**config.mk**
```make
export PLATFORM = sky130hd
export DESIGN_NAME = load_store_format
export DESIGN_NICKNAME = d
export VERILOG_FILES = /design/src/rtl/load_store_format.sv
export SDC_FILE = /design/constraint.sdc
export NUM_CORES = 1
export LEC_CHECK = 0
export ABC_AREA = 1
export CAP_MARGIN = 20
export CORE_MARGIN = 2
export CORE_UTILIZATION = 28
export DETAILED_ROUTE_END_ITERATION = 10
export GPL_TIMING_DRIVEN = 0
export PLACE_DENSITY = 0.83
export SYNTH_ARGS = -nofsm -noshare
export SYNTH_HDL_FRONTEND = slang
export SYNTH_SLANG_ARGS = --single-unit
```
**constraint.sdc**
```tcl
create_clock -name clk -period 2.39 [get_ports clk]
set_clock_uncertainty 0.15 [all_clocks]
set_input_delay 0.478 -clock clk [delete_from_list [all_inputs] [get_ports clk]]
set_output_delay 0.478 -clock clk [all_outputs]
set_load 0.01 [all_outputs]
```
**src/rtl/load_store_format.sv**
```systemverilog
// Load/store lane formatter for a 32-bit RISC-V style memory port.
// Extracts and extends loaded bytes/halfwords from an aligned word, spreads
// store data across byte lanes with a matching write mask, and flags
// misaligned halfword/word accesses (optionally latched in a sticky flag).
module load_store_format #(
  parameter bit STICKY_EN = 1'b1
) (
  input  logic        clk,
  input  logic        rst,
  input  logic [31:0] mem_word_i,
  input  logic [1:0]  addr_lo_i,
  input  logic [2:0]  mem_ctrl_i,
  input  logic [31:0] store_data_i,
  input  logic        access_valid_i,
  output logic [31:0] load_data_o,
  output logic [31:0] write_data_o,
  output logic [3:0]  write_mask_o,
  output logic        misaligned_o,
  output logic        sticky_err_o
);

  typedef enum logic [2:0] {
    CTRL_B  = 3'b000,
    CTRL_H  = 3'b001,
    CTRL_W  = 3'b010,
    CTRL_BU = 3'b100,
    CTRL_HU = 3'b101
  } ctrl_e;

  typedef enum logic [1:0] {
    SIZE_B   = 2'b00,
    SIZE_H   = 2'b01,
    SIZE_W   = 2'b10,
    SIZE_RSV = 2'b11
  } size_e;

  logic [7:0]  w_byte;
  logic [15:0] w_half;

  // Pick the addressed byte and halfword lanes out of the memory word.
  always_comb begin
    // NOTE: every always_comb output gets a default first so no path can infer a latch.
    w_byte = mem_word_i[7:0];
    unique case (addr_lo_i)
      2'b00: w_byte = mem_word_i[7:0];
      2'b01: w_byte = mem_word_i[15:8];
      2'b10: w_byte = mem_word_i[23:16];
      2'b11: w_byte = mem_word_i[31:24];
      default: w_byte = mem_word_i[7:0];
    endcase
    w_half = addr_lo_i[1] ? mem_word_i[31:16] : mem_word_i[15:0];
  end

  // Extend the selected lane according to the load size/sign; reserved codes pass the word through.
  always_comb begin
    load_data_o = mem_word_i;
    case (mem_ctrl_i)
      CTRL_B:  load_data_o = {{24{w_byte[7]}}, w_byte};
      CTRL_H:  load_data_o = {{16{w_half[15]}}, w_half};
      CTRL_W:  load_data_o = mem_word_i;
      CTRL_BU: load_data_o = {24'h0, w_byte};
      CTRL_HU: load_data_o = {16'h0, w_half};
      default: load_data_o = mem_word_i;
    endcase
  end

  // Replicate store data into lanes and build the byte mask; misaligned or reserved stores write nothing.
  always_comb begin
    write_data_o = store_data_i;
    write_mask_o = 4'b0000;
    misaligned_o = 1'b0;
    case (size_e'(mem_ctrl_i[1:0]))
      SIZE_B: begin
        write_data_o = {4{store_data_i[7:0]}};
        write_mask_o = 4'b0001 << addr_lo_i;
      end
      SIZE_H: begin
        write_data_o = {2{store_data_i[15:0]}};
        misaligned_o = addr_lo_i[0];
        if (!addr_lo_i[0]) begin
          write_mask_o = addr_lo_i[1] ? 4'b1100 : 4'b0011;
        end
      end
      SIZE_W: begin
        write_data_o = store_data_i;
        misaligned_o = (addr_lo_i != 2'b00);
        if (addr_lo_i == 2'b00) begin
          write_mask_o = 4'b1111;
        end
      end
      default: begin
        write_data_o = store_data_i;
        write_mask_o = 4'b0000;
      end
    endcase
  end

  generate
    if (STICKY_EN) begin : g_sticky
      logic r_sticky_err;

      // Latch any valid misaligned access until reset; reset wins over set.
      always_ff @(posedge clk) begin
        // NOTE: sequential state uses non-blocking assignments so all flops update together.
        if (rst) begin
          r_sticky_err <= 1'b0;
        end else if (access_valid_i && misaligned_o) begin
          r_sticky_err <= 1'b1;
        end
      end

      assign sticky_err_o = r_sticky_err;
    end else begin : g_no_sticky
      assign sticky_err_o = 1'b0;
    end
  endgenerate

endmodule

```
==> flow_metrics.tcl <==
set metrics [dict create \
    grt-ovfl-total 0 \
    layout.area.seq_um2 20.0 \
    hold-path-cell-count 2 \
    dp_hpwl_um 4950 \
    drtPass1Iterations 4 \
    die_x_um 70.6 \
    area_delta_synth_final_pct 127 \
    synthCells 258 \
    synth_cell_type_count 25 \
    layout_min_cycle_time_ps 2370 \
    antenna_found_initial 0 \
    dpl_worst_slack_ps -973 \
    p_clk_share_pct 0 \
    portBuffers 140 \
    avgSynthCellArea_um2 4.81 \
    fmaxAchievable_mhz 423 \
    max_cap_violations 0 \
    postSynthRegisterBits 1 \
    layout-drive-gt1-share_pct 25.2 \
    grt_first_pass_wirelength_um 10200 \
    drv_slew 0 \
    grt_max_degree 11 \
    status "finished clean" \
    hold_viol_final 0 \
    final.fill_count 434 \
    yosysWarnings 0 \
    p_leak_uw 0.00161 \
    setup_viol 0 \
    slew_headroom_pct 85.8 \
    multiInputGateArea_um2 1040 \
    largest_reg_flops 1 \
    initial_utilization_pct 28.7 \
    crit_required_ps 1760 \
    synth_top_area_share_pct 34.8 \
    p_switching_uw 297 \
    combPwrFrac_pct 97.1 \
    fp.dieArea_um2 4980 \
    wirelength_um 6470 \
    grt_setup_unrepaired "yes" \
    worst-r2r-cell-count 2 \
    cts.reportedPaths.clkPinSlew_ps 0 \
    cp-start-kind "input pin" \
    sequentialPowerShare_pct 2.9 \
    ant_nets 0 \
    rows 24 \
    power_density_nw_per_um2 225 \
    worst_pin_slew_ps 211 \
    place_congestion 0.885 \
    drt-initial-drc-count 129 \
    setup_tns_ps 0 \
    wl_per_cell_um 13.9 \
    yosysTopAreaCell "nand2_1" \
    grt_util_all_layers_pct 24.4 \
    holdWs_ps 287 \
    syn_nets 334 \
    routed_via_density 4.79 \
    worstSetupPathType "in -> out" \
    core_um2 4320 \
    path_max_fanout 5 \
    syn_area_um2 1240 \
    ir_drop_mv 0.163 \
    antenna_cells 0 \
    via_count 2222 \
    swShare_pct 46.6 \
    io_pins 142 \
    worst_slack_ps 24.2 \
    final_util_pct 65.3 \
    period_share_pct 99.0 \
    drc_errors 0 \
    worst_ep_arrival_time_ps 1740 \
    fp.dieH_um 70.6 \
    synth-seq-area-share_pct 1.61 \
    power_uw 636 \
    grt_pass1_vias 2154 \
    min_path_type "reg -> reg" \
    internal_power_uw 340 \
    worstSkewPairLatency_ps 0 \
    worst_setup_path_end_kind "primary output" \
    synth.area.top_cells "nand2_1 35%, nand3_1 11%, inv_1 10%" \
    layout.nets 490 \
]
metal layers:
layer	global-route usage, %	vias up	wire length, um
met5	0	-	0
met4	4.40	0	57
met3	3.28	6	387
met2	43.9	77	3350
met1	31.5	1011	2680
li1	-	1128	-
logic make-up (layout without fill, tap and decap cells):
logic type      Yosys count  after routing  synth area share, %
fa+ha+maj                 4              4                 4.03
buf+inv                  59            213                 23.2
flops                     1              1                 1.61
compound gates           38             38                 18.1
simple gates            156            156                 53.0
power by group through the flow:
stage | clock network, uW | logic [uW] | registers (uW)
2_1_floorplan | 0 | 250 | 18.6
6_report | 0 | 618 | 18.2
4_1_cts | 0 | 598 | 18.2
3_5_place_dp | 0 | 630 | 18.2
3_3_place_gp | 0 | 623 | 18.2
5_1_grt | 0 | 669 | 18.3
through the flow:
| step | area (um2) | std cells |
|---|---|---|
| global placement | 2710 | 450 |
| detailed placement | 2710 | 450 |
| CTS | 2740 | 462 |
| finish | 2820 | 464 |
| global route | 2820 | 464 |
| floorplan | 1240 | 258 |
cell usage in the layout, fill, tap and decap left out, types with 2 or more instances in the layout:
cell	n
ha_1	2
buf_6	13
ha_4	2
o21ai_0	16
a22oi_2	7
clkbuf_2	13
nand2_4	4
dlygate4sd2_1	20
inv_4	5
clkdlybuf4s15_1	4
buf_4	20
nand2_1	112
nand4_1	2
o21ai_1	2
nand2_2	5
nand3_1	27
o22ai_1	8
dlymetal6s2s_1	5
a21oi_1	2
inv_2	2
clkbuf_4	2
buf_2	23
inv_1	31
clkdlybuf4s50_1	72
area by class of cell:
cell class | instances | area share, %
Sequential cell | 1 | 0.709
Multi-Input combinational cell | 198 | 36.9
Timing Repair Buffer | 154 | 47.9
Tap cell | 52 | 2.30
Buffer | 21 | 6.69
Inverter | 38 | 5.50
worst max-delay path: stages:
cell and delay, ps:
buf_4 130, inv_4 70, ha_4 140, buf_6 120, nor2_4 40, buf_4 140
buf_6 120, buf_6 130, a22oi_2 160, nand2_1 80, buf_6 120
final timing paths:
check                            start                         to  slack [ps]
max                      mem_ctrl_i[1]            load_data_o[14]          20
min          sticky_err_o$_SDFFE_PP0P_  sticky_err_o$_SDFFE_PP0P_         290
max reg2reg  sticky_err_o$_SDFFE_PP0P_  sticky_err_o$_SDFFE_PP0P_        1710
min reg2reg  sticky_err_o$_SDFFE_PP0P_  sticky_err_o$_SDFFE_PP0P_         290
synthesized netlist by cell type:
| cell type | count |
|---|---|
| a211oi_1 | 2 |
| a21oi_1 | 2 |
| a22oi_1 | 7 |
| and3_1 | 1 |
| buf_2 | 9 |
| buf_4 | 10 |
| buf_6 | 2 |
| dfxtp_1 | 1 |
| ha_1 | 4 |
| inv_1 | 33 |
| inv_2 | 4 |
| inv_4 | 1 |
| nand2_1 | 115 |
| nand2_2 | 5 |
| nand2_4 | 1 |
| nand3_1 | 28 |
| nand3_2 | 1 |
| nand4_1 | 2 |
| nor2_1 | 1 |
| nor2_2 | 1 |
| nor3_1 | 1 |
| o21ai_0 | 17 |
| o21ai_1 | 1 |
| o21bai_1 | 1 |
| o22ai_1 | 8 |
repair_timing:
action	CTS	global route
gates cloned	3	1
buffers inserted	9	1
hold buffers	0	0
resized for setup	174	58
pin swaps	3	12
endpoints found under the setup margin	61	45
No activity file was read; power rests on OpenSTA's default activity.
